$ cat src/rtl/iob_uart2iob_pkg.sv
// Shared definitions for the UART-to-IOb bridge: FSM states, response codes
// and command-byte field helpers.
package iob_uart2iob_pkg;

    typedef enum logic [2:0] {
        ST_IDLE,
        ST_ADDR,
        ST_DATA,
        ST_REQ,
        ST_WAIT_R,
        ST_RESP
    } state_t;

    localparam logic [7:0] RESP_ACK = 8'h06;
    localparam logic [7:0] RESP_NAK = 8'h15;

    localparam int unsigned CMD_WR_BIT = 7;

    // Bits of CMD that are neither the write flag nor a strobe bit must be zero.
    function automatic logic [7:0] cmd_rsvd_mask(input int unsigned data_b);
        logic [7:0] m;
        m = 8'h7F;
        for (int unsigned i = 0; i < 8; i++) begin
            if (i < data_b) m[i] = 1'b0;
        end
        return m;
    endfunction

endpackage

$ cat src/rtl/iob_uart2iob_shreg.sv
// Byte-wide shift register with byte counter: bytes enter at the top (LSB-first
// streams assemble in place) and leave from the bottom.
module iob_uart2iob_shreg #(
    parameter int unsigned W     = 32,
    parameter int unsigned OUT_W = W
) (
    input  logic             i_clk,
    input  logic             i_arst_n,
    input  logic             i_cke,
    input  logic             i_load,
    input  logic [W-1:0]     i_ldata,
    input  logic             i_shift_in,
    input  logic [7:0]       i_byte,
    input  logic             i_shift_out,
    output logic [OUT_W-1:0] o_data,
    output logic             o_last
);

    localparam int unsigned NB    = W / 8;
    localparam int unsigned CNT_W = $clog2(NB + 1);

    logic [W-1:0]     r_data;
    logic [CNT_W-1:0] r_cnt;

    always_ff @(posedge i_clk or negedge i_arst_n) begin
        if (!i_arst_n) begin
            r_data <= '0;
            r_cnt  <= '0;
        end else if (i_cke) begin
            if (i_load) begin
                r_data <= i_ldata;
                r_cnt  <= '0;
            end else if (i_shift_in) begin
                r_data <= (r_data >> 8) | (W'(i_byte) << (W - 8));
                r_cnt  <= r_cnt + CNT_W'(1);
            end else if (i_shift_out) begin
                r_data <= r_data >> 8;
                r_cnt  <= r_cnt + CNT_W'(1);
            end
        end
    end

    assign o_data = r_data[OUT_W-1:0];
    assign o_last = (r_cnt == CNT_W'(NB - 1));

endmodule

$ cat src/rtl/iob_uart2iob.sv
// UART-to-IOb bridge: decodes CMD/ADDR/DATA frames from a UART byte stream,
// issues IOb initiator transactions and streams ACK/NAK or read data back.
module iob_uart2iob
    import iob_uart2iob_pkg::*;
#(
    parameter int unsigned ADDR_W    = 32,
    parameter int unsigned DATA_W    = 32,
    parameter int unsigned TIMEOUT_W = 16
) (
    input  logic                clk_i,
    input  logic                arst_n_i,
    input  logic                cke_i,
    input  logic [7:0]          rx_data_i,
    input  logic                rx_valid_i,
    output logic                rx_ready_o,
    output logic [7:0]          tx_data_o,
    output logic                tx_valid_o,
    input  logic                tx_ready_i,
    output logic                iob_avalid_o,
    output logic [ADDR_W-1:0]   iob_addr_o,
    output logic [DATA_W-1:0]   iob_wdata_o,
    output logic [DATA_W/8-1:0] iob_wstrb_o,
    input  logic                iob_rvalid_i,
    input  logic [DATA_W-1:0]   iob_rdata_i,
    input  logic                iob_ready_i,
    output logic                busy_o
);

    localparam int unsigned DATA_B = DATA_W / 8;
    localparam logic [7:0]  RSVD   = cmd_rsvd_mask(DATA_B);
    localparam logic [TIMEOUT_W-1:0] T_LAST = TIMEOUT_W'((2 ** TIMEOUT_W) - 2);

    state_t              r_state, w_next;
    logic                r_live;
    logic                r_write;
    logic                r_single;
    logic [DATA_B-1:0]   r_wstrb;
    logic [TIMEOUT_W-1:0] r_timer;

    logic                w_rx_fire, w_tx_fire, w_frame_start, w_timeout;
    logic                w_addr_last, w_wdata_last, w_resp_last;
    logic                w_resp_load, w_resp_rd;
    logic [DATA_W-1:0]   w_resp_ldata;

    assign w_rx_fire     = rx_valid_i & rx_ready_o;
    assign w_tx_fire     = tx_valid_o & tx_ready_i;
    assign w_frame_start = (r_state == ST_IDLE) & w_rx_fire;
    assign w_timeout     = (r_timer == T_LAST);

    always_ff @(posedge clk_i or negedge arst_n_i) begin
        if (!arst_n_i) r_state <= ST_IDLE;
        else if (cke_i) r_state <= w_next;
    end

    always_comb begin
        w_next       = r_state;
        w_resp_load  = 1'b0;
        w_resp_rd    = 1'b0;
        w_resp_ldata = '0;
        unique case (r_state)
            ST_IDLE: if (w_rx_fire) begin
                if ((rx_data_i & RSVD) != 8'h00) begin
                    w_next       = ST_RESP;
                    w_resp_load  = 1'b1;
                    w_resp_ldata = DATA_W'(RESP_NAK);
                end else begin
                    w_next = ST_ADDR;
                end
            end
            ST_ADDR: if (w_rx_fire && w_addr_last) w_next = r_write ? ST_DATA : ST_REQ;
            ST_DATA: if (w_rx_fire && w_wdata_last) begin
                if (r_wstrb == '0) begin
                    w_next       = ST_RESP;
                    w_resp_load  = 1'b1;
                    w_resp_ldata = DATA_W'(RESP_ACK);
                end else begin
                    w_next = ST_REQ;
                end
            end
            ST_REQ: begin
                if (iob_ready_i) begin
                    if (r_write) begin
                        w_next       = ST_RESP;
                        w_resp_load  = 1'b1;
                        w_resp_ldata = DATA_W'(RESP_ACK);
                    end else if (iob_rvalid_i) begin
                        w_next       = ST_RESP;
                        w_resp_load  = 1'b1;
                        w_resp_rd    = 1'b1;
                        w_resp_ldata = iob_rdata_i;
                    end else begin
                        w_next = ST_WAIT_R;
                    end
                end else if (w_timeout) begin
                    w_next       = ST_RESP;
                    w_resp_load  = 1'b1;
                    w_resp_ldata = DATA_W'(RESP_NAK);
                end
            end
            ST_WAIT_R: begin
                if (iob_rvalid_i) begin
                    w_next       = ST_RESP;
                    w_resp_load  = 1'b1;
                    w_resp_rd    = 1'b1;
                    w_resp_ldata = iob_rdata_i;
                end else if (w_timeout) begin
                    w_next       = ST_RESP;
                    w_resp_load  = 1'b1;
                    w_resp_ldata = DATA_W'(RESP_NAK);
                end
            end
            ST_RESP: if (w_tx_fire && (r_single || w_resp_last)) w_next = ST_IDLE;
            default: w_next = ST_IDLE;
        endcase
    end

    // rx_ready_o is gated by r_live so that every output reads 0 while in reset.
    always_comb begin
        rx_ready_o   = r_live & ((r_state == ST_IDLE) | (r_state == ST_ADDR) |
                                 (r_state == ST_DATA));
        tx_valid_o   = (r_state == ST_RESP);
        iob_avalid_o = (r_state == ST_REQ);
        busy_o       = (r_state != ST_IDLE);
    end

    always_ff @(posedge clk_i or negedge arst_n_i) begin
        if (!arst_n_i) begin
            r_live   <= 1'b0;
            r_write  <= 1'b0;
            r_wstrb  <= '0;
            r_single <= 1'b0;
            r_timer  <= '0;
        end else if (cke_i) begin
            r_live <= 1'b1;
            if (w_frame_start) begin
                r_write <= rx_data_i[CMD_WR_BIT];
                r_wstrb <= rx_data_i[CMD_WR_BIT] ? rx_data_i[DATA_B-1:0] : '0;
            end
            if (w_resp_load) r_single <= ~w_resp_rd;
            if ((w_next == ST_REQ) && (r_state != ST_REQ)) begin
                r_timer <= '0;
            end else if (((r_state == ST_REQ) || (r_state == ST_WAIT_R)) && (r_timer != '1)) begin
                r_timer <= r_timer + TIMEOUT_W'(1);
            end
        end
    end

    iob_uart2iob_shreg #(.W(ADDR_W)) u_addr (
        .i_clk       (clk_i),
        .i_arst_n    (arst_n_i),
        .i_cke       (cke_i),
        .i_load      (w_frame_start),
        .i_ldata     ('0),
        .i_shift_in  (w_rx_fire && (r_state == ST_ADDR)),
        .i_byte      (rx_data_i),
        .i_shift_out (1'b0),
        .o_data      (iob_addr_o),
        .o_last      (w_addr_last)
    );

    iob_uart2iob_shreg #(.W(DATA_W)) u_wdata (
        .i_clk       (clk_i),
        .i_arst_n    (arst_n_i),
        .i_cke       (cke_i),
        .i_load      (w_frame_start),
        .i_ldata     ('0),
        .i_shift_in  (w_rx_fire && (r_state == ST_DATA)),
        .i_byte      (rx_data_i),
        .i_shift_out (1'b0),
        .o_data      (iob_wdata_o),
        .o_last      (w_wdata_last)
    );

    iob_uart2iob_shreg #(.W(DATA_W), .OUT_W(8)) u_resp (
        .i_clk       (clk_i),
        .i_arst_n    (arst_n_i),
        .i_cke       (cke_i),
        .i_load      (w_resp_load),
        .i_ldata     (w_resp_ldata),
        .i_shift_in  (1'b0),
        .i_byte      (8'h00),
        .i_shift_out (w_tx_fire),
        .o_data      (tx_data_o),
        .o_last      (w_resp_last)
    );

    assign iob_wstrb_o = r_wstrb;

endmodule

$ cat config.mk
export PLATFORM = sky130hd
export DESIGN_NAME = iob_uart2iob
export DESIGN_NICKNAME = d
export VERILOG_FILES = /design/src/rtl/iob_uart2iob_pkg.sv /design/src/rtl/iob_uart2iob_shreg.sv /design/src/rtl/iob_uart2iob.sv
export SDC_FILE = /design/constraint.sdc
export NUM_CORES = 1
export LEC_CHECK = 0
export CAP_MARGIN = 20
export CORE_MARGIN = 1
export CORE_UTILIZATION = 46
export DETAILED_ROUTE_END_ITERATION = 10
export GPL_ROUTABILITY_DRIVEN = 0
export PLACE_DENSITY = 0.85
export SLEW_MARGIN = 15
export SYNTH_ARGS = -nofsm -noshare
export SYNTH_HDL_FRONTEND = slang
export SYNTH_SLANG_ARGS = --single-unit
$ cat constraint.sdc
create_clock -name clk_i -period 1.98 [get_ports clk_i]
set_clock_uncertainty 0.1 [all_clocks]
set_input_delay 0.198 -clock clk_i [delete_from_list [all_inputs] [get_ports clk_i]]
set_output_delay 0.198 -clock clk_i [all_outputs]
set_load 0.02 [all_outputs]
==> reports/metrics.yaml <==
status: "finished with violations"
violations: "setup timing"
grt_max_degree: 77
drt_iter0_drc: 399
portBuffers: 126
hold_viol_final: 0
ios: 127
tightest_slew_ps: 399.8
wire_per_inst_um: 18.01
wl_um: 17770
end_kind: "register"
r2r_end: "r_timer[2]$_DFFE_PN0P_"
fin_setup_tns_ps: -8995
layout.nets: 859
synthArstFlopShare_pct: 100.0
fmax_ghz: 0.4412
num_vias: 5420
cts.sinks: 131
layout_setup_ws_ps: -286.6
syn_avg_cell_area_um2: 9.971
synth-seq-cells: 131
grt_setup_unrepaired: "true"
final.min_clock_period_ps: 2267
crit_path_start_kind: "register"
p_leak_nw: 4.170
startpoint: "r_state[1]$_DFFE_PN0P_"
setup_viol: 46
gr-total-overflow: 0
dr.pass1.iters: 5
synth_nets: 665
ir_worst_vdd_mv: 0.6939
totalPowerFinal_mw: 13.35
yosysTopAreaCell: "dfrtp_1"
n_antenna_cell: 0
arrival_ps: 2470
placementRows: 41
cellPowerDensity_nw_per_um2: 1477
critPathKind: "register to register"
critPathRequiredTime_ps: 2180
ys.flop_type: "dfrtp_1"
post-place-ws_ps: -406.5
yosysWarnings: 0
synth_cell_types: 56
design.core.area_um2: 12770
grt_pass1_wl_um: 27660
worst-r2r-cell-count: 7
initial_core_util_pct: 47.61
ys_top_cells_by_area: "dfrtp_1 (54%), nand2_1 (9.2%), o21ai_0 (6.5%)"
detail-route-antenna-nets: 0
crit_path_end: "r_timer[2]$_DFFE_PN0P_"
netlist_instances: 610
antenna_found_initial: 0
dieArea_um2: 13690
path_max_fanout: 7
routed_via_density: 5.491
fp.dieW_um: 117.0
reg2reg_slack_ps: -290
syn_to_final_growth_pct: 48.61
dieHeight_um: 117.0
rr_startpoint: "r_state[1]$_DFFE_PN0P_"
max_cap_violations: 0
relSlewSlack_pct: 73.35
syn_area_um2: 6082
grt_usage_pct: 27.16
yosysSeqAreaShare_pct: 53.90
clkTransAtPathRegs_ps: 60
cts_tree: "yes"
synth_top_area_share_pct: 53.90
cts_made_buffers: 17
clk_latency_ps: 420
cts_buffer_depth: 2
cts-root-buf: "clkbuf_16"
whs_ps: 86.34
htree_levels: 4
slew_violations: 0
utilization_pct: 70.76
post-route-drc-count: 0
grt_pass1_vias: 5515
hp-class: "input pin to async pin"
dp_hpwl_um: 11180
fin_crit_sh_pct: 114.5
layout-drive-gt1-share_pct: 25.64
synth_edf_count: 0
## per-layer routing
layer / share of wire (%) / GRT usage [%] / vias up
li1: - / - / 2499
met1: 41 / 31.94 / 2688
met2: 52 / 46.55 / 176
met3: 3.5 / 5.458 / 57
met4: 3.8 / 15.53 / 0
met5: 0 / 0 / -
## worst min-delay path by stage
stage | to | startpoint | slack [ps] | depth (start not counted)
floorplan | iob_wstrb_o[0]$_DFFE_PN0P_ | arst_n_i | -200 | 0
global placement | u_wdata.o_data[7]$_DFFE_PN0P_ | arst_n_i | -30 | 1
detailed placement | u_wdata.o_data[7]$_DFFE_PN0P_ | arst_n_i | -20 | 1
CTS | u_wdata.o_data[29]$_DFFE_PN0P_ | arst_n_i | 70 | 2
global route | u_wdata.o_data[5]$_DFFE_PN0P_ | arst_n_i | 100 | 2
finish | u_wdata.o_data[29]$_DFFE_PN0P_ | arst_n_i | 90 | 2
## critical path: stages, from the launching register on
cell and delay, ps:
dfrtp_2 440, buf_6 140, or3b_4 360, a31oi_1 180
and4bb_2 300, a2bb2oi_4 280, and2_4 280, nor2_2 50
## state kept, by name (all words and copies together), names as in the netlist
name / flops
iob_wstrb_o: 4
r_live: 1
r_single: 1
r_state: 3
r_timer: 16
r_write: 1
u_addr.o_data: 32
u_addr.r_cnt: 3
u_resp.r_cnt: 3
u_resp.r_data: 32
u_wdata.o_data: 32
u_wdata.r_cnt: 3
## synthesized netlist by cell type (4+ instances only)
cell,n
nand2_1,149
dfrtp_1,131
o21ai_0,79
a22o_1,30
mux2_2,25
clkbuf_1,24
nor2_1,20
inv_1,13
buf_4,11
a21oi_1,8
and3_1,8
ha_1,8
nor3_1,8
nand3_1,7
nand4_1,6
o21a_1,6
xor2_1,6
buf_6,5
xnor2_1,5
a21o_1,4
and2_1,4
buf_1,4
nand3b_1,4
## layout make-up
cell class | count | area [um2]
inverter | 13 | 48.80
clock inverter | 10 | 111.4
fill | 818 | 3735
tap | 172 | 215.2
sequential | 131 | 3279
multi-input combinational | 425 | 2872
timing repair buffer | 216 | 2076
clock buffer | 20 | 436.7
## timing repair
item,4_1_cts,5_1_grt
gates resized for setup,59,44
hold endpoints to repair,131,0
cloned,5,0
endpoints found under the setup margin,54,99
pin swaps,46,18
setup buffers,16,2
hold buffers,1,0
## per-stage QoR
stage	cell area, um2	cells
floorplan	6125	610
global placement	8033	938
detailed placement	8033	938
CTS	8931	988
global route	9039	987
finish	9039	987
## logic make-up (layout without fill, tap and decap cells)
logic type,after synthesis,count (layout),synth area share [%]
DFF,131,131,53.90
buffers and inverters,58,259,4.896
muxes,27,27,4.958
xor gates and xnor gates,11,11,1.584
and+or+nand+nor,228,232,17.34
AOI/OAI and AO/OA,147,147,15.68
adders and majority gates,8,8,1.646
## where the power goes
group	total [mW]	switching [mW]	internal, mW
combinational	6.01	3.09	2.92
clock	2.98	1.16	1.83
sequential	4.36	0.727	3.63
total	13.4	4.97	8.38
## layout by cell type (no fill, tap or decap), drive strengths merged, types with 3 or more instances in the layout
cell / instances
nand2: 149
dfrtp: 131
clkdlybuf4s50: 121
buf: 92
o21ai: 81
a22o: 30
mux2: 25
clkbuf: 22
nor2: 20
inv: 14
and3: 12
a21oi: 9
nand4: 8
nand3: 8
nor3: 8
ha: 8
xor2: 6
o21a: 6
xnor2: 5
and2: 5
nand3b: 4
a21o: 4
clkinv: 4
nor2b: 4
nor4: 4
a31oi: 3
clkinvlp: 3
or2: 3
Note: power is estimated with default switching activity, not from simulation.
